--- src/rtl/video_timing_param_if.sv ---
// Pixel-domain bundle between the raster timing generator (slave) and the
// block that paces it and consumes its counters, blanks and syncs (master).
interface video_timing_param_if #(
    parameter int HW = 9,
    parameter int VW = 9
);
    logic          clk_pix;
    logic [3:0]    hs_offset;
    logic [3:0]    vs_offset;
    logic [3:0]    hs_width;
    logic [3:0]    vs_width;
    logic [HW-1:0] hc;
    logic [VW-1:0] vc;
    logic          hbl;
    logic          vbl;
    logic          hsync;
    logic          vsync;
    logic          de;
    logic          line_start;
    logic          frame_start;

    modport master (
        output clk_pix, hs_offset, vs_offset, hs_width, vs_width,
        input  hc, vc, hbl, vbl, hsync, vsync, de, line_start, frame_start
    );

    modport slave (
        input  clk_pix, hs_offset, vs_offset, hs_width, vs_width,
        output hc, vc, hbl, vbl, hsync, vsync, de, line_start, frame_start
    );
endinterface

--- src/rtl/video_timing_param.sv ---
// Parameterised raster timing generator: pixel/line counters, blanking flags and
// sync pulses whose start and length can be trimmed once per frame.
module video_timing_param #(
    parameter int HW        = 9,
    parameter int VW        = 9,
    parameter int H_TOTAL   = 384,
    parameter int HBL_START = 256,
    parameter int HBL_END   = 0,
    parameter int HS_START  = 300,
    parameter int HS_WIDTH  = 32,
    parameter int V_TOTAL   = 289,
    parameter int VBL_START = 241,
    parameter int VBL_END   = 17,
    parameter int VS_START  = 261,
    parameter int VS_WIDTH  = 8,
    parameter bit HS_POL    = 1'b1,
    parameter bit VS_POL    = 1'b1
) (
    input  logic                 clk,
    input  logic                 reset,
    video_timing_param_if.slave  vid
);
    localparam int W = ((HW > VW) ? HW : VW) + 1;

    typedef struct packed {
        logic [3:0] hs_offset;
        logic [3:0] hs_width;
        logic [3:0] vs_offset;
        logic [3:0] vs_width;
    } adj_t;

    logic [HW-1:0] hc_q, hc_d;
    logic [VW-1:0] vc_q, vc_d;
    logic          hbl_q, hbl_d, vbl_q, vbl_d;
    logic          hs_act_q, hs_act_d, vs_act_q, vs_act_d;
    logic          line_start_q, line_start_d, frame_start_q, frame_start_d;
    adj_t          sh_q, sh_d, adj_in;
    logic [W-1:0]  hs_start, hs_end, vs_start, vs_end;
    logic          h_last, v_last;

    function automatic logic [W-1:0] sext4(input logic [3:0] v);
        return {{(W-4){v[3]}}, v};
    endfunction

    // Trimmed sync window; the extra bit keeps negative starts recognisable before wrapping.
    function automatic logic [2*W-1:0] sync_window(input logic [W-1:0] base, width, total,
                                                   input logic [3:0]   off, adj);
        logic [W-1:0] s, l, e;
        s = base + sext4(off);
        if (s[W-1])          s = s + total;
        else if (s >= total) s = s - total;
        l = width + sext4(adj);
        if (l[W-1] || l == '0) l = W'(1);
        else if (l >= total)   l = total - W'(1);
        e = s + l;
        if (e >= total) e = e - total;
        return {s, e};
    endfunction

    assign adj_in = {vid.hs_offset, vid.hs_width, vid.vs_offset, vid.vs_width};
    assign {hs_start, hs_end} = sync_window(W'(HS_START), W'(HS_WIDTH), W'(H_TOTAL),
                                            sh_q.hs_offset, sh_q.hs_width);
    assign {vs_start, vs_end} = sync_window(W'(VS_START), W'(VS_WIDTH), W'(V_TOTAL),
                                            sh_q.vs_offset, sh_q.vs_width);
    assign h_last = (hc_q == HW'(H_TOTAL - 1));
    assign v_last = (vc_q == VW'(V_TOTAL - 1));

    always_comb begin
        // NOTE: every signal gets its hold value first so no path leaves it unassigned (no latch).
        hc_d          = hc_q;
        vc_d          = vc_q;
        hbl_d         = hbl_q;
        vbl_d         = vbl_q;
        hs_act_d      = hs_act_q;
        vs_act_d      = vs_act_q;
        sh_d          = sh_q;
        line_start_d  = 1'b0;
        frame_start_d = 1'b0;
        if (vid.clk_pix) begin
            if (h_last) begin
                hc_d         = '0;
                line_start_d = 1'b1;
                if (v_last) begin
                    vc_d          = '0;
                    frame_start_d = 1'b1;
                    sh_d          = adj_in;
                end else begin
                    vc_d = vc_q + VW'(1);
                end
            end else begin
                hc_d = hc_q + HW'(1);
            end
            // Flags decode the pre-edge count; set is tested first so it wins a tie.
            if (hc_q == HW'(HBL_START))    hbl_d = 1'b1;
            else if (hc_q == HW'(HBL_END)) hbl_d = 1'b0;
            if (vc_q == VW'(VBL_START))    vbl_d = 1'b1;
            else if (vc_q == VW'(VBL_END)) vbl_d = 1'b0;
            if (W'(hc_q) == hs_start)      hs_act_d = 1'b1;
            else if (W'(hc_q) == hs_end)   hs_act_d = 1'b0;
            if (W'(vc_q) == vs_start)      vs_act_d = 1'b1;
            else if (W'(vc_q) == vs_end)   vs_act_d = 1'b0;
        end
    end

    // NOTE: synchronous reset inside the clocked block, non-blocking updates for all state.
    always_ff @(posedge clk) begin
        if (reset) begin
            hc_q          <= '0;
            vc_q          <= '0;
            hbl_q         <= 1'b0;
            vbl_q         <= 1'b0;
            hs_act_q      <= 1'b0;
            vs_act_q      <= 1'b0;
            line_start_q  <= 1'b0;
            frame_start_q <= 1'b0;
            sh_q          <= adj_in;
        end else begin
            hc_q          <= hc_d;
            vc_q          <= vc_d;
            hbl_q         <= hbl_d;
            vbl_q         <= vbl_d;
            hs_act_q      <= hs_act_d;
            vs_act_q      <= vs_act_d;
            line_start_q  <= line_start_d;
            frame_start_q <= frame_start_d;
            sh_q          <= sh_d;
        end
    end

    assign vid.hc          = hc_q;
    assign vid.vc          = vc_q;
    assign vid.hbl         = hbl_q;
    assign vid.vbl         = vbl_q;
    assign vid.hsync       = hs_act_q ~^ HS_POL;
    assign vid.vsync       = vs_act_q ~^ VS_POL;
    assign vid.de          = ~hbl_q & ~vbl_q;
    assign vid.line_start  = line_start_q;
    assign vid.frame_start = frame_start_q;
endmodule

--- src/flat_wrapper.sv ---
// flat-port wrapper written by rule: the top's interface ports become plain ports
module video_timing_param_flat 
#(
    parameter int HW        = 9,
    parameter int VW        = 9,
    parameter int H_TOTAL   = 384,
    parameter int HBL_START = 256,
    parameter int HBL_END   = 0,
    parameter int HS_START  = 300,
    parameter int HS_WIDTH  = 32,
    parameter int V_TOTAL   = 289,
    parameter int VBL_START = 241,
    parameter int VBL_END   = 17,
    parameter int VS_START  = 261,
    parameter int VS_WIDTH  = 8,
    parameter bit HS_POL    = 1'b1,
    parameter bit VS_POL    = 1'b1
)
  (clk, reset, vid_clk_pix, vid_hs_offset, vid_vs_offset, vid_hs_width, vid_vs_width, vid_hc, vid_vc, vid_hbl, vid_vbl, vid_hsync, vid_vsync, vid_de, vid_line_start, vid_frame_start);
  video_timing_param_if #(.HW(HW), .VW(VW)) vid_i ();
  input  logic clk;
  input  logic reset;
  input wire logic [$bits(vid_i.clk_pix)-1:0] vid_clk_pix;
  input wire logic [$bits(vid_i.hs_offset)-1:0] vid_hs_offset;
  input wire logic [$bits(vid_i.vs_offset)-1:0] vid_vs_offset;
  input wire logic [$bits(vid_i.hs_width)-1:0] vid_hs_width;
  input wire logic [$bits(vid_i.vs_width)-1:0] vid_vs_width;
  output wire logic [$bits(vid_i.hc)-1:0] vid_hc;
  output wire logic [$bits(vid_i.vc)-1:0] vid_vc;
  output wire logic [$bits(vid_i.hbl)-1:0] vid_hbl;
  output wire logic [$bits(vid_i.vbl)-1:0] vid_vbl;
  output wire logic [$bits(vid_i.hsync)-1:0] vid_hsync;
  output wire logic [$bits(vid_i.vsync)-1:0] vid_vsync;
  output wire logic [$bits(vid_i.de)-1:0] vid_de;
  output wire logic [$bits(vid_i.line_start)-1:0] vid_line_start;
  output wire logic [$bits(vid_i.frame_start)-1:0] vid_frame_start;
  assign vid_i.clk_pix = vid_clk_pix;
  assign vid_i.hs_offset = vid_hs_offset;
  assign vid_i.vs_offset = vid_vs_offset;
  assign vid_i.hs_width = vid_hs_width;
  assign vid_i.vs_width = vid_vs_width;
  assign vid_hc = vid_i.hc;
  assign vid_vc = vid_i.vc;
  assign vid_hbl = vid_i.hbl;
  assign vid_vbl = vid_i.vbl;
  assign vid_hsync = vid_i.hsync;
  assign vid_vsync = vid_i.vsync;
  assign vid_de = vid_i.de;
  assign vid_line_start = vid_i.line_start;
  assign vid_frame_start = vid_i.frame_start;
  video_timing_param #(.HW(HW), .VW(VW), .H_TOTAL(H_TOTAL), .HBL_START(HBL_START), .HBL_END(HBL_END), .HS_START(HS_START), .HS_WIDTH(HS_WIDTH), .V_TOTAL(V_TOTAL), .VBL_START(VBL_START), .VBL_END(VBL_END), .VS_START(VS_START), .VS_WIDTH(VS_WIDTH), .HS_POL(HS_POL), .VS_POL(VS_POL)) u_core (.clk(clk), .reset(reset), .vid(vid_i));
endmodule
--- config.mk ---
export PLATFORM = sky130hd
export DESIGN_NAME = video_timing_param_flat
export DESIGN_NICKNAME = d
export VERILOG_FILES = /design/src/rtl/video_timing_param_if.sv /design/src/rtl/video_timing_param.sv /design/src/flat_wrapper.sv
export SDC_FILE = /design/constraint.sdc
export NUM_CORES = 1
export LEC_CHECK = 0
export CAP_MARGIN = 25
export CORE_MARGIN = 2
export CORE_UTILIZATION = 40
export CTS_BUF_LIST = sky130_fd_sc_hd__clkbuf_16
export DETAILED_ROUTE_END_ITERATION = 6
export PLACE_DENSITY_LB_ADDON = 0.2
export SYNTH_ARGS = -nofsm -noshare
export SYNTH_HDL_FRONTEND = slang
export SYNTH_SLANG_ARGS = --single-unit
--- constraint.sdc ---
create_clock -name clk -period 6.6 [get_ports clk]
set_input_delay 1.32 -clock clk [delete_from_list [all_inputs] [get_ports clk]]
set_output_delay 1.32 -clock clk [all_outputs]
set_load 0.02 [all_outputs]
==> key figures <==
Status
  – Status: complete, no violations

CTS
  – CTS tree: yes
  – # clock sinks: 40
  – Clock Path Buffers: 2
  – Post-CTS Resized: 0
  – Total CTS buffers: 5
  – Hold-fix buffers at CTS: 0
  – Setup Buffers After CTS: 0
  – Clk_lat worst skew: ~0.28 ns
  – Htree depth: 2
  – Clock-pin slew on the worst setup and hold paths: ~0.060 ns
  – Root buffer cell: clkbuf_16

STA
  – FMAX: 168 MHz
  – RSZ-0062 raised after global routing: false
  – Final setup vio count: 0
  – Max Slew Vio Count: 0
  – Final Critical Period: just under 6 ns
  – Setup TNS: 0 ns
  – Slew margin rel.: between 50% and 60%
  – Worst Skew: about 0.0056 ns
  – Final Hold Viols: 0
  – Actual slew at the worst max-slew pin: between 0.6 and 0.7 ns
  – Final period util: approximately nine tenths

Logic synthesis
  – Cell area after synthesis: 3420 sq um
  – Flops & latches, synth: 40
  – Sequential-to-total area share from yosys stat: 28.1%
  – Synth top area share: 14.0%
  – Complex-gate fraction of the synthesized area: between 15 and 20%
  – Synth area leaders: dfxtp_1, edfxtp_1, xnor2_1
  – Largest family of logic cells by synthesized area: simple AND/OR/NAND/NOR gates
  – Synth Instances: around 390
  – Primary FF master, synth: dfxtp_1
  – Avg Inst Size Synth: approximately 8.7 sq um
  – Adder-cell share of the synthesized area: 10.3%
  – Syn. warnings: 0
  – Post-synth top area cell: dfxtp_1
  – Multiplexer share of the synthesized area: 2.12%
  – Post-Synth XOR/XNOR Area: between 10% and 20%
  – Yosys cell types: 72
  – Syn Nets: around 440
  – Simple-Gate Fraction of Synth Area: between 20% and 30%
  – Post-synth EDFFs: 16
  – Post-synth ARST share: 0%

Global route
  – Number of global-route vias before repair: roughly 2800
  – Largest net degree at the start of global routing: 24
  – Overflow after GRT: 0
  – GR Util All Layers: 18.3%
  – Initial antenna violation count: 0
  – Wire length of the first global-routing pass: approximately 13 mm

Detailed routing
  – Uppermost layer routed: met4
  – DRT Pass-1 Iters: 4
  – DRT iter0 DRCs: approximately 110
  – Routed met2 length: roughly 3.7 mm
  – DR vias/cell: about 5.5
  – Met1 wire length: between 3 and 4 mm
  – Via count: 2923
  – Number of remaining DRC errors: 0
  – Routed wire length: roughly 8 mm
  – WL met3: 320 um
  – WL/cell: 15.1 um
  – Routed Antenna Nets: 0

Place
  – Dpl hpwl: about 6 mm
  – Gp weighted congestion: between 0.8 and 0.9
  – Post-DP Area: 3930 sq um
  – PortBufs: 43

Setup path
  – Worst r2r src: u_core.sh_q[6]
  – Max incr delay on CP: 0.51 ns
  – CP endpoint kind: register
  – Startpoint class of the critical path: register
  – Buf/Inv on CP: 2
  – Critical path, cell by cell: inv_1 -> ha_1 -> a21oi_1 -> ha_1 -> nand4b_4 -> o31a_1 -> nand2_4 -> nor2_1 -> xnor2_1 -> inv_1 -> ha_1 -> a21o_1 -> a21oi_1 -> xor2_1 -> nor2_1 -> mux2i_2 -> o21ai_0 -> a2111oi_2 -> a211oi_1 -> xnor2_1 -> a2111oi_2 -> nand4_1 -> o31a_1
  – Required @ worst endpoint: 6.77 ns
  – CP arrival: between 6 and 7 ns
  – Crit path from: u_core.sh_q[6]
  – Slowest-stage cell, CP: ha_1
  – Crit-path max FO: 11
  – WP depth: 23
  – Top cell by count, worst path: ha_1
  – Crit path max-delay family: compound AO/OA/AOI/OAI gates
  – Worst Setup Path Type: register to register
  – FF-to-FF path depth: 23

Layout
  – Final instance area: a little over 4000 sq um
  – Most common cell after layout, fill and taps aside: clkdlybuf4s50_1
  – Post-Route Utilization: 49.4%
  – Most frequent cells in the layout: clkdlybuf4s50_1, xnor2_1, nor2_1
  – Diode count: 0
  – Final Net Count: approximately 470
  – Area Overhead vs Synth: 19.0%
  – Share of cells above drive strength 1: 6.81%

Flow run
  – Max-cap violations: 0

Die
  – Die Span X: slightly below 100 um
  – Initial Utilization: 41.5%
  – # IOs: 44
  – Die area: between 9000 and 10000 sq um
  – Core Box Area: roughly 8300 sq um
  – DIE HEIGHT: between 90 and 100 um
  – # rows: 33

Hold path
  – HP Class: register to register
  – Hold Startpoint: u_core.vid.hsync
  – Hold path depth: 2

Power and ir drop
  – P per Cell Area: 235 nW/um^2
  – P_leak: ~1.5 nW
  – Maximum VDD drop: about 0.10 mV
-- stage by stage --
stage | hold WS, ns | setup WS, ns | std cells | total power [mW]
finish | 0.467 | 0.654 | 531 | 0.958
global route | 0.512 | 0.0203 | 531 | 1.03
CTS | 0.472 | 0.449 | 531 | 0.956
detailed placement | 0.458 | 0.458 | 523 | 0.720
global placement | 0.456 | 0.629 | 523 | 0.717
floorplan | 0.538 | 1.26 | 392 | 0.634
-- flip-flops by register name, indices dropped and copies added (netlist names) --
signal                  cells
u_core.sh_q                16
u_core.vid.hc               9
u_core.vid.vc               9
u_core.vid.frame_start      1
u_core.vid.hbl              1
u_core.vid.hsync            1
u_core.vid.line_start       1
u_core.vid.vbl              1
u_core.vid.vsync            1
-- worst register-to-register path, stage by stage (launching register included) --
cell and delay, ns:
edfxtp_1 0.49, inv_1 0.16, ha_1 0.23, a21oi_1 0.09, ha_1 0.51, nand4b_4 0.20
o31a_1 0.34, nand2_4 0.15, nor2_1 0.06, xnor2_1 0.35, inv_1 0.09, ha_1 0.30
a21o_1 0.17, a21oi_1 0.38, xor2_1 0.34, nor2_1 0.11, mux2i_2 0.28, o21ai_0 0.17
a2111oi_2 0.48, a211oi_1 0.10, xnor2_1 0.15, a2111oi_2 0.27, nand4_1 0.12, o31a_1 0.30
-- cell type report --
class	instances	area (sq um)
fillers	814	4180
multi-input cells	310	2310
flip-flops and latches	40	961
clock inverters	3	13.8
inverters	23	86.3
clock buffers	5	125
repair buffers	45	445
well taps	105	131
-- power breakdown --
part	switching, mW	total, mW	leakage, nW	internal (mW)
combinational	0.258	0.446	1.10	0.187
clock	0.0958	0.233	0.0737	0.138
sequential	0.0112	0.279	0.350	0.268
-- cells in the mapped netlist (5+ instances only) --
cell type / count
nor3_1: 12
nor2_1: 35
dfxtp_1: 24
clkbuf_1: 16
xor2_1: 25
inv_1: 23
nand3_1: 10
edfxtp_1: 16
mux2i_1: 5
a21oi_1: 14
a21o_1: 7
xnor2_1: 37
nand4_1: 12
o21ai_0: 10
nand2_1: 26
ha_1: 25
-- cells by family (layout without fill, tap and decap cells) --
logic type	Yosys count	count (layout)
flip-flops	40	40
multiplexers	7	7
XOR/XNOR	63	63
adder cells (fa/ha/maj)	27	27
AND/OR/NAND/NOR	136	136
AO/OA/AOI/OAI	77	77
buffers and inverters	42	76
-- layer usage --
layer  up-vias  GRT usage (%)
met3        11           3.41
met1      1376           25.5
met2        66           29.3
li1       1470              -
met5         -              0
met4         0           4.11
-- final timing paths --
path | slack [ns] | to
hold / removal | 0.47 | u_core.vid.hsync
setup / recovery | 0.65 | u_core.vid.vsync
hold reg to reg | 0.47 | u_core.vid.hsync
setup reg to reg | 0.65 | u_core.vid.vsync
(Power assumes the default switching activity.)
